`src/rtl/bp_update_scheduler_pkg.sv`:
```
// Shared types and constants for the branch-predictor update scheduler.
// An entry is one resolved branch: its PC and its outcome.
package bp_pkg;

  localparam int BP_WIDTH_DFLT = 2;
  localparam int ENTRY_W       = 33;
  localparam int IDX_LO        = 2;

  typedef struct packed {
    logic [31:0] pc;
    logic        taken;
  } bp_entry_t;

  // High bit of the predictor index slice for a given index width.
  function automatic int idx_hi(input int bp_width);
    return bp_width + IDX_LO - 1;
  endfunction

endpackage

```
`src/rtl/bp_hint_match.sv`:
```
// Youngest-wins alias match over the FIFO slots plus the in-flight update.
// Slot DEPTH is the in-flight register and is always the oldest candidate.
module bp_hint_match #(
  parameter int DEPTH = 4,
  parameter int KW    = 2
) (
  input  logic [DEPTH:0][KW-1:0]     cand_key_i,
  input  logic [DEPTH:0]             cand_vld_i,
  input  logic [DEPTH:0]             cand_tkn_i,
  input  logic [$clog2(DEPTH)-1:0]   head_i,
  input  logic [KW-1:0]              query_key_i,
  output logic                       hint_valid_o,
  output logic                       hint_taken_o
);

  localparam int AW = $clog2(DEPTH);

  always_comb begin
    logic [AW-1:0] slot;
    slot         = '0;
    hint_valid_o = 1'b0;
    hint_taken_o = 1'b0;
    if (cand_vld_i[DEPTH] && cand_key_i[DEPTH] == query_key_i) begin
      hint_valid_o = 1'b1;
      hint_taken_o = cand_tkn_i[DEPTH];
    end
    // Walk oldest to youngest from head so the last match is the youngest.
    for (int k = 0; k < DEPTH; k++) begin
      slot = head_i + AW'(k);
      if (cand_vld_i[slot] && cand_key_i[slot] == query_key_i) begin
        hint_valid_o = 1'b1;
        hint_taken_o = cand_tkn_i[slot];
      end
    end
  end

endmodule

```
`src/rtl/bp_update_scheduler.sv`:
```
// Queues up to two committed branch outcomes per cycle and feeds the
// predictor's single update port one per cycle, with an IF alias hint.
module bp_update_scheduler
  import bp_pkg::*;
#(
  parameter int DEPTH    = 4,
  parameter int BP_WIDTH = BP_WIDTH_DFLT
) (
  input  logic                       clk_in,
  input  logic                       rst_in,
  input  logic                       rdy_in,
  input  logic                       req0_valid,
  input  logic [31:0]                req0_PC,
  input  logic                       req0_taken,
  input  logic                       req1_valid,
  input  logic [31:0]                req1_PC,
  input  logic                       req1_taken,
  output logic                       full_out,
  output logic                       overflow_err,
  output logic [$clog2(DEPTH):0]     count_out,
  output logic                       update_en,
  output logic [31:0]                update_PC,
  output logic                       update_result,
  input  logic [31:0]                query_PC,
  output logic                       hint_valid,
  output logic                       hint_taken
);

  localparam int AW  = $clog2(DEPTH);
  localparam int CW  = AW + 1;
  localparam int IHI = idx_hi(BP_WIDTH);

  bp_entry_t     mem_q [DEPTH];
  logic [AW-1:0] head_q, tail_q, tail_p1;
  logic [CW-1:0] count_q, count_d, free;
  logic          full_q, full_d, ovf_q;
  logic          upd_en_q, upd_res_q;
  logic [31:0]   upd_pc_q;

  logic          pop, drop;
  logic [1:0]    n_req, n_push;
  bp_entry_t     first, second;

  always_comb begin
    n_req   = 2'(req0_valid) + 2'(req1_valid);
    first   = req0_valid ? bp_entry_t'{req0_PC, req0_taken}
                         : bp_entry_t'{req1_PC, req1_taken};
    second  = bp_entry_t'{req1_PC, req1_taken};
    pop     = rdy_in && (count_q != '0);
    // A same-edge pop frees its slot for this edge's pushes.
    free    = CW'(DEPTH) - count_q + CW'(pop);
    n_push  = 2'd0;
    if (rdy_in) begin
      if (n_req == 2'd2)
        n_push = (free >= CW'(2)) ? 2'd2 : ((free >= CW'(1)) ? 2'd1 : 2'd0);
      else if (n_req == 2'd1)
        n_push = (free >= CW'(1)) ? 2'd1 : 2'd0;
    end
    drop    = rdy_in && (n_push != n_req);
    tail_p1 = tail_q + AW'(1);
    count_d = count_q + CW'(n_push) - CW'(pop);
    full_d  = (CW'(DEPTH) - count_d) < CW'(2);
  end

  always_ff @(posedge clk_in) begin
    if (rdy_in) begin
      if (n_push != 2'd0) mem_q[tail_q]  <= first;
      if (n_push == 2'd2) mem_q[tail_p1] <= second;
    end
  end

  always_ff @(posedge clk_in or posedge rst_in) begin
    if (rst_in) begin
      head_q    <= '0;
      tail_q    <= '0;
      count_q   <= '0;
      full_q    <= 1'b0;
      ovf_q     <= 1'b0;
      upd_en_q  <= 1'b0;
      upd_pc_q  <= '0;
      upd_res_q <= 1'b0;
    end else if (rdy_in) begin
      head_q   <= pop ? head_q + AW'(1) : head_q;
      tail_q   <= tail_q + AW'(n_push);
      count_q  <= count_d;
      full_q   <= full_d;
      upd_en_q <= pop;
      if (drop) ovf_q <= 1'b1;
      if (pop) begin
        upd_pc_q  <= mem_q[head_q].pc;
        upd_res_q <= mem_q[head_q].taken;
      end
    end
  end

  logic [DEPTH:0][BP_WIDTH-1:0] cand_key;
  logic [DEPTH:0]               cand_vld, cand_tkn;

  always_comb begin
    logic [AW-1:0] rel;
    rel = '0;
    for (int i = 0; i < DEPTH; i++) begin
      rel         = AW'(i) - head_q;
      cand_vld[i] = CW'(rel) < count_q;
      cand_key[i] = mem_q[i].pc[IHI:IDX_LO];
      cand_tkn[i] = mem_q[i].taken;
    end
    cand_vld[DEPTH] = upd_en_q;
    cand_key[DEPTH] = upd_pc_q[IHI:IDX_LO];
    cand_tkn[DEPTH] = upd_res_q;
  end

  bp_hint_match #(.DEPTH(DEPTH), .KW(BP_WIDTH)) u_hint (
    .cand_key_i   (cand_key),
    .cand_vld_i   (cand_vld),
    .cand_tkn_i   (cand_tkn),
    .head_i       (head_q),
    .query_key_i  (query_PC[IHI:IDX_LO]),
    .hint_valid_o (hint_valid),
    .hint_taken_o (hint_taken)
  );

  assign full_out      = full_q;
  assign overflow_err  = ovf_q;
  assign count_out     = count_q;
  assign update_en     = upd_en_q;
  assign update_PC     = upd_pc_q;
  assign update_result = upd_res_q;

endmodule

```
`config.mk`:
```
export PLATFORM = sky130hd
export DESIGN_NAME = bp_update_scheduler
export DESIGN_NICKNAME = d
export VERILOG_FILES = /design/src/rtl/bp_update_scheduler_pkg.sv /design/src/rtl/bp_hint_match.sv /design/src/rtl/bp_update_scheduler.sv
export SDC_FILE = /design/constraint.sdc
export NUM_CORES = 1
export LEC_CHECK = 0
export BUFFER_PORTS_ARGS = -buffer_cell sky130_fd_sc_hd__buf_2
export CORE_MARGIN = 5
export CORE_UTILIZATION = 52
export CTS_CLUSTER_SIZE = 28
export DETAILED_ROUTE_END_ITERATION = 16
export PLACE_DENSITY = 0.76
export SYNTH_ARGS = -nofsm -noshare
export SYNTH_HDL_FRONTEND = slang
export SYNTH_SLANG_ARGS = --single-unit
```
`constraint.sdc`:
```
create_clock -name clk_in -period 4.35 [get_ports clk_in]
set_input_delay 0.87 -clock clk_in [delete_from_list [all_inputs] [get_ports clk_in]]
set_output_delay 0.87 -clock clk_in [all_outputs]
set_load 0.01 [all_outputs]
```
# Yosys cells after proc, flatten, opt, wreduce, memory -nomap -nowiden
# Memory sizes are Yosys's and may differ from the RTL's. A register that Yosys moved wholly into a read port is not among the register bits.
# Cells that the tools add are included.
op_classes:
  add_sub_neg: 15
  multipliers: 0
  div_mod_pow: 0
  magnitude_cmp: 11
  n_eq_ne: 9
  shifts: 0
  muxes: 46
  bitwise_logic: 0
  reduce_logical: 11
op_table:
  columns: ["cell", "n"]
  rows:
  - ["$mux 33", 1]
  - ["$mux 1", 26]
  - ["$bmux 1 s2", 8]
  - ["$bmux 2 s2", 4]
  - ["$lt 2x4->1 const B", 4]
  - ["$mux 2", 7]
  - ["$lt 2x3->1", 4]
  - ["$eq 2x2->1", 5]
  - ["$logic_and 1x1->1", 7]
  - ["$sub 3x3->3 const A", 2]
  - ["$add 2x1->2 const B", 2]
  - ["$add 2x2->2 const B", 2]
  - ["$eq 2x2->1 const B", 2]
  - ["$reduce_and 2->1", 2]
  - ["$sub 1x2->2 const A", 2]
  - ["$sub 2x2->2 const A", 2]
  - ["$add 3x1->3", 1]
  - ["$add 3x2->3", 1]
  - ["$ge 3x1->1 const B", 1]
  - ["$ge 3x2->1 const B", 1]
  - ["$lt 3x2->1 const B", 1]
  - ["$reduce_bool 3->1", 1]
  - ["$sub 3x1->3", 1]
  - ["$add 1x1->2", 1]
  - ["other kinds (4)", 4]
word_totals:
  regBits: 10
  latch_bits: 0
  ram_bits: 132
  romBits: 0
  input_bits: 103
  output_inout_bits: 41
  elab_cells: 99
  n_memories: 1
mem_list:
  columns: ["name", "depth", "word_bits", "read_ports", "rd_ports_with_merged_regs", "write_ports", "line", "rtl"]
  rows:
  - ["mem_q", 4, 33, 5, 1, 2, "bp_update_scheduler.sv:33", "bp_entry_t mem_q [DEPTH];"]

# Depth between registers and ports, before layout
depth:
  ltp_word: 12
  ltp_mapped: 21

# Modules after synthesis
# Synthesis repeated with hierarchy kept, for this count alone.
unflattened:
  hier_cells: 683
  area_unflattened_um2: 9086.2
by_module_without_submodules:
  columns: ["mod", "n_inst", "cells_per_inst", "area_per_inst_um2", "seq_area_each_um2"]
  rows:
  - ["bp_update_scheduler", 1, 608, 8498.2, 5039.8]
  - ["bp_hint_match", 1, 75, 588.1, 0.0]

# Worst setup path before layout
# Ideal clock, no wire load.
synth_timing:
  kind: "input to register"
  startpoint: "in rdy_in"
  endpoint: "mem mem_q[0][0] (netlist name), enable pin"
  setup_ns: 0.469
  arrival_time_ns: 4.426
  required_time_ns: 3.881
  setup_slack_ns: -0.545
  path_stages: 9
  cell_sequence: "o31ai_1 -> clkbuf_1 -> ha_1 -> inv_1 -> ha_1 -> xnor2_1 -> a31oi_1 -> nand2b_1 -> o21ai_0"
synth_lines:
  columns: ["item", "line", "rtl"]
  rows:
  - ["start: declaration", "bp_update_scheduler.sv:11", "input logic rdy_in,"]
  - ["end: declaration", "bp_update_scheduler.sv:33", null]

# Worst setup path in the final report
layout_timing:
  startpoint: "reg count_q[2] (netlist: count_out[2])"
  endpoint: "reg full_q (netlist: full_out)"
layout_between:
  elab_chain_len: 12
  elab_cells_between_ends: 15
  cone_classes: "add/sub: 5; order compare: 3; mux: 5; reduce/logical: 2"
layout_lines:
  columns: ["item", "line", "rtl"]
  rows:
  - ["start: declaration", "bp_update_scheduler.sv:35", "logic [CW-1:0] count_q, count_d, free;"]
  - ["start signal: assignment", "bp_update_scheduler.sv:85", "count_q <= count_d;"]
  - ["parallel branches: the longest is 9 deep, another holds $sub 3x3->3", null, null]
  - ["$sub 3x1->3 *", "bp_update_scheduler.sv:61", "count_d = count_q + CW'(n_push) - CW'(pop);"]
  - ["named net count_d[1]", "bp_update_scheduler.sv:35", null]
  - ["$sub 3x3->3 *", "bp_update_scheduler.sv:62", "full_d = (CW'(DEPTH) - count_d) < CW'(2);"]
  - ["$lt 3x2->1 *", "bp_update_scheduler.sv:62", null]
  - ["end signal: assignment", "bp_update_scheduler.sv:86", "full_q <= full_d;"]
  - ["end: declaration", "bp_update_scheduler.sv:36", "logic full_q, full_d, ovf_q;"]
# Mark *: on every way through the listed nets, which the timed path passes.
# A chain may end at the register's enable or synchronous reset.

==> results.sh <==
export IMPL_grt_use_total_pct=21.19
export IMPL_cts_buffers=17
export IMPL_synth_top_area_share_pct=43.83
export IMPL_fin_nets=853
export IMPL_grt_overflow=0
export IMPL_holdCritPathClass="flop to flop"
export IMPL_fp_dieH_um=141.9
export IMPL_gp_congestion=0.8921
export IMPL_power_per_cell_area_nw_per_um2=647.6
export IMPL_ir_drop_uv=404.3
export IMPL_critPathKind="flop to flop"
export IMPL_finalClockSkew_ps=7.783
export IMPL_final_cells=976
export IMPL_wire_per_inst_um=21.02
export IMPL_num_rows=48
export IMPL_syn_nets=746
export IMPL_grt_pass1_vias=6011
export IMPL_cp_end_kind="flop"
export IMPL_die_area_um2=20130
export IMPL_synthToLayoutAreaGrowth_pct=14.78
export IMPL_ys_seq_area_share_pct=55.73
export IMPL_synthCells=630
export IMPL_drv_cap=0
export IMPL_port_buffers=113
export IMPL_fin_crit_ps=3869
export IMPL_syn_area_per_cell_um2=14.36
export IMPL_synth_edf_count=132
export IMPL_drt_wl_total_um=20520
export IMPL_async_flop_share_pct=24.57
export IMPL_clkLatencyLatePin_ps=420
export IMPL_cts_htree_levels=4
export IMPL_synthTopCellsByArea="edfxtp_1 44%, mux2_2 17%, dfrtp_1 12%"
export IMPL_drtAntennaViolNets=0
export IMPL_syn_area_um2=9044
export IMPL_relSlewSlack_pct=30.63
export IMPL_fmax_mhz=258.5
export IMPL_cp_arrival_ps=4180
export IMPL_max_clock_path_buffers=2
export IMPL_worst_pin_slew_ps=1039
export IMPL_synth_top_flop_cell="edfxtp_1"
export IMPL_drive_above_1_share_pct=45.87
export IMPL_rsz0062_at_grt="false"
export IMPL_ys_warnings_count=0
export IMPL_grt_max_degree=44
export IMPL_start_util_pct=52.65
export IMPL_clk_pin_slew_ps=70
export IMPL_drt_iter0_drc=267
export IMPL_period_share_pct=88.94
export IMPL_cts_tree="yes"
export IMPL_cts_hold_buf=0
export IMPL_report_final_slew_viol_count=0
export IMPL_cts_root_buf="clkbuf_16"
export IMPL_ys_types=53
export IMPL_status="finished clean"
export IMPL_dp_hpwl_um=12260
export IMPL_clock_sinks=175
export IMPL_required_ps=4660
export IMPL_cts_resized=0
export IMPL_die_w_um=141.9
export IMPL_grt_antenna_before_repair=1
export IMPL_core_area_um2=17180
export IMPL_cts_setup_buffers=0
export IMPL_dr_pass1_iters=4
export IMPL_vias=5589
export IMPL_synth_seq_cells=175
export IMPL_finalSetupTns_ps=0
export IMPL_cellLeakagePower_uw=0.004057
export IMPL_pin_count=144
export IMPL_drc=0
export IMPL_start_kind="flop"
export IMPL_setup_viol=0
export IMPL_dp_cells=943
export IMPL_synth_top_area_cell="edfxtp_1"
export IMPL_vias_per_cell=5.726
export IMPL_cp_max_fo=10
export IMPL_grt_pass1_wl_um=32370
export IMPL_hold_viol_final=0
stage by stage:
| stage | setup slack [ps] | util, % | hold WS, ps | power (uW) | cell area [um2] |
|---|---|---|---|---|---|
| floorplan | 71.33 | - | 490.2 | 4528 | 9044 |
| global placement | 313.5 | 57.12 | 439.3 | 5203 | 9811 |
| detailed placement | 217.0 | 57.12 | 442.6 | 5304 | 9811 |
| CTS | 461.7 | 60.42 | 455.0 | 6780 | 10380 |
| global route | 209.0 | 60.43 | 476.0 | 7147 | 10380 |
| finish | 481.1 | 60.43 | 448.9 | 6722 | 10380 |
layer usage:
layer	wire length [um]	global-route usage, %
met4	292	5.505
met3	1203	5.494
met2	10560	37.19
met1	8463	26.17
met5	0	0
synth_stat cells, types with 10 or more instances:
cell      count
buf_2        10
dfrtp_1      43
edfxtp_1    132
ha_1         12
inv_1        16
mux2_2      135
mux2i_1      14
mux4_2       30
nand2_1     104
nor2_1       10
o21ai_0      13
xnor2_1      15
xor2_1       10
critical path, cell delays in order (launching register included):
cell and delay, ps:
dfrtp_1 550, o31ai_4 260, ha_1 180, inv_1 40, ha_1 180, xnor2_1 140, a31oi_1 260, and2_1 220
inv_1 60, ha_1 260, inv_1 40, ha_1 190, fa_1 510, inv_1 50, ha_1 200, xnor2_1 170
xnor2_1 140, nor2_1 50, mux2_2 250
report_power, final:
part,internal (uW),switching [uW]
combinational,1190,1470
sequential,2310,276
clock,860,613
total,4360,2360
logic make-up (layout without fill, tap and decap cells):
| logic type | after synthesis | after routing | synth area share (%) |
|---|---|---|---|
| adders and majority gates | 13 | 13 | 1.882 |
| buffers and inverters | 57 | 177 | 3.514 |
| other | 0 | 1 | 0 |
| muxes | 183 | 183 | 26.42 |
| AOI/OAI and AO/OA | 49 | 49 | 4.330 |
| xor gates and xnor gates | 25 | 25 | 2.421 |
| DFF | 175 | 175 | 55.73 |
| and+or+nand+nor | 128 | 128 | 5.700 |
state kept, by name, summed over array words and instances (netlist names):
| register | flops |
|---|---|
| head_q | 2 |
| count_out | 3 |
| update_en | 1 |
| tail_q | 2 |
| full_out | 1 |
| mem_q | 132 |
| update_PC | 32 |
| update_result | 1 |
| overflow_err | 1 |
area by class of cell:
cell class	count	area [um2]
inverters	18	67.56
fillers	1380	6797
repair buffers	127	670.6
diodes	1	2.502
well taps	225	281.5
clock buffers	22	454.2
multi-input cells	398	3749
flip-flops and latches	175	5042
clock inverters	10	112.6
path summary, 6_finish.rpt:
| path | slack (ps) | to | cells after the start | from |
|---|---|---|---|---|
| worst max register to register | 480 | full_out | 18 | count_out[2] |
| min in group asynchronous | 700 | count_out[2] | 2 | rst_in |
| worst min-delay path | 450 | overflow_err | 1 | overflow_err |
| worst min register to register | 450 | overflow_err | 1 | overflow_err |
| worst max-delay path | 480 | full_out | 18 | count_out[2] |
| max in group asynchronous | 2950 | head_q[0] | 2 | rst_in |
cell usage in the layout, fill, tap and decap left out, types with 14 or more instances in the layout:
cell,instances
mux4_2,30
buf_4,14
edfxtp_1,132
mux2_2,135
inv_1,15
nand2_1,103
xnor2_1,15
buf_2,113
dfrtp_1,41
clkbuf_16,17
Power figures use the tool's default switching activity.
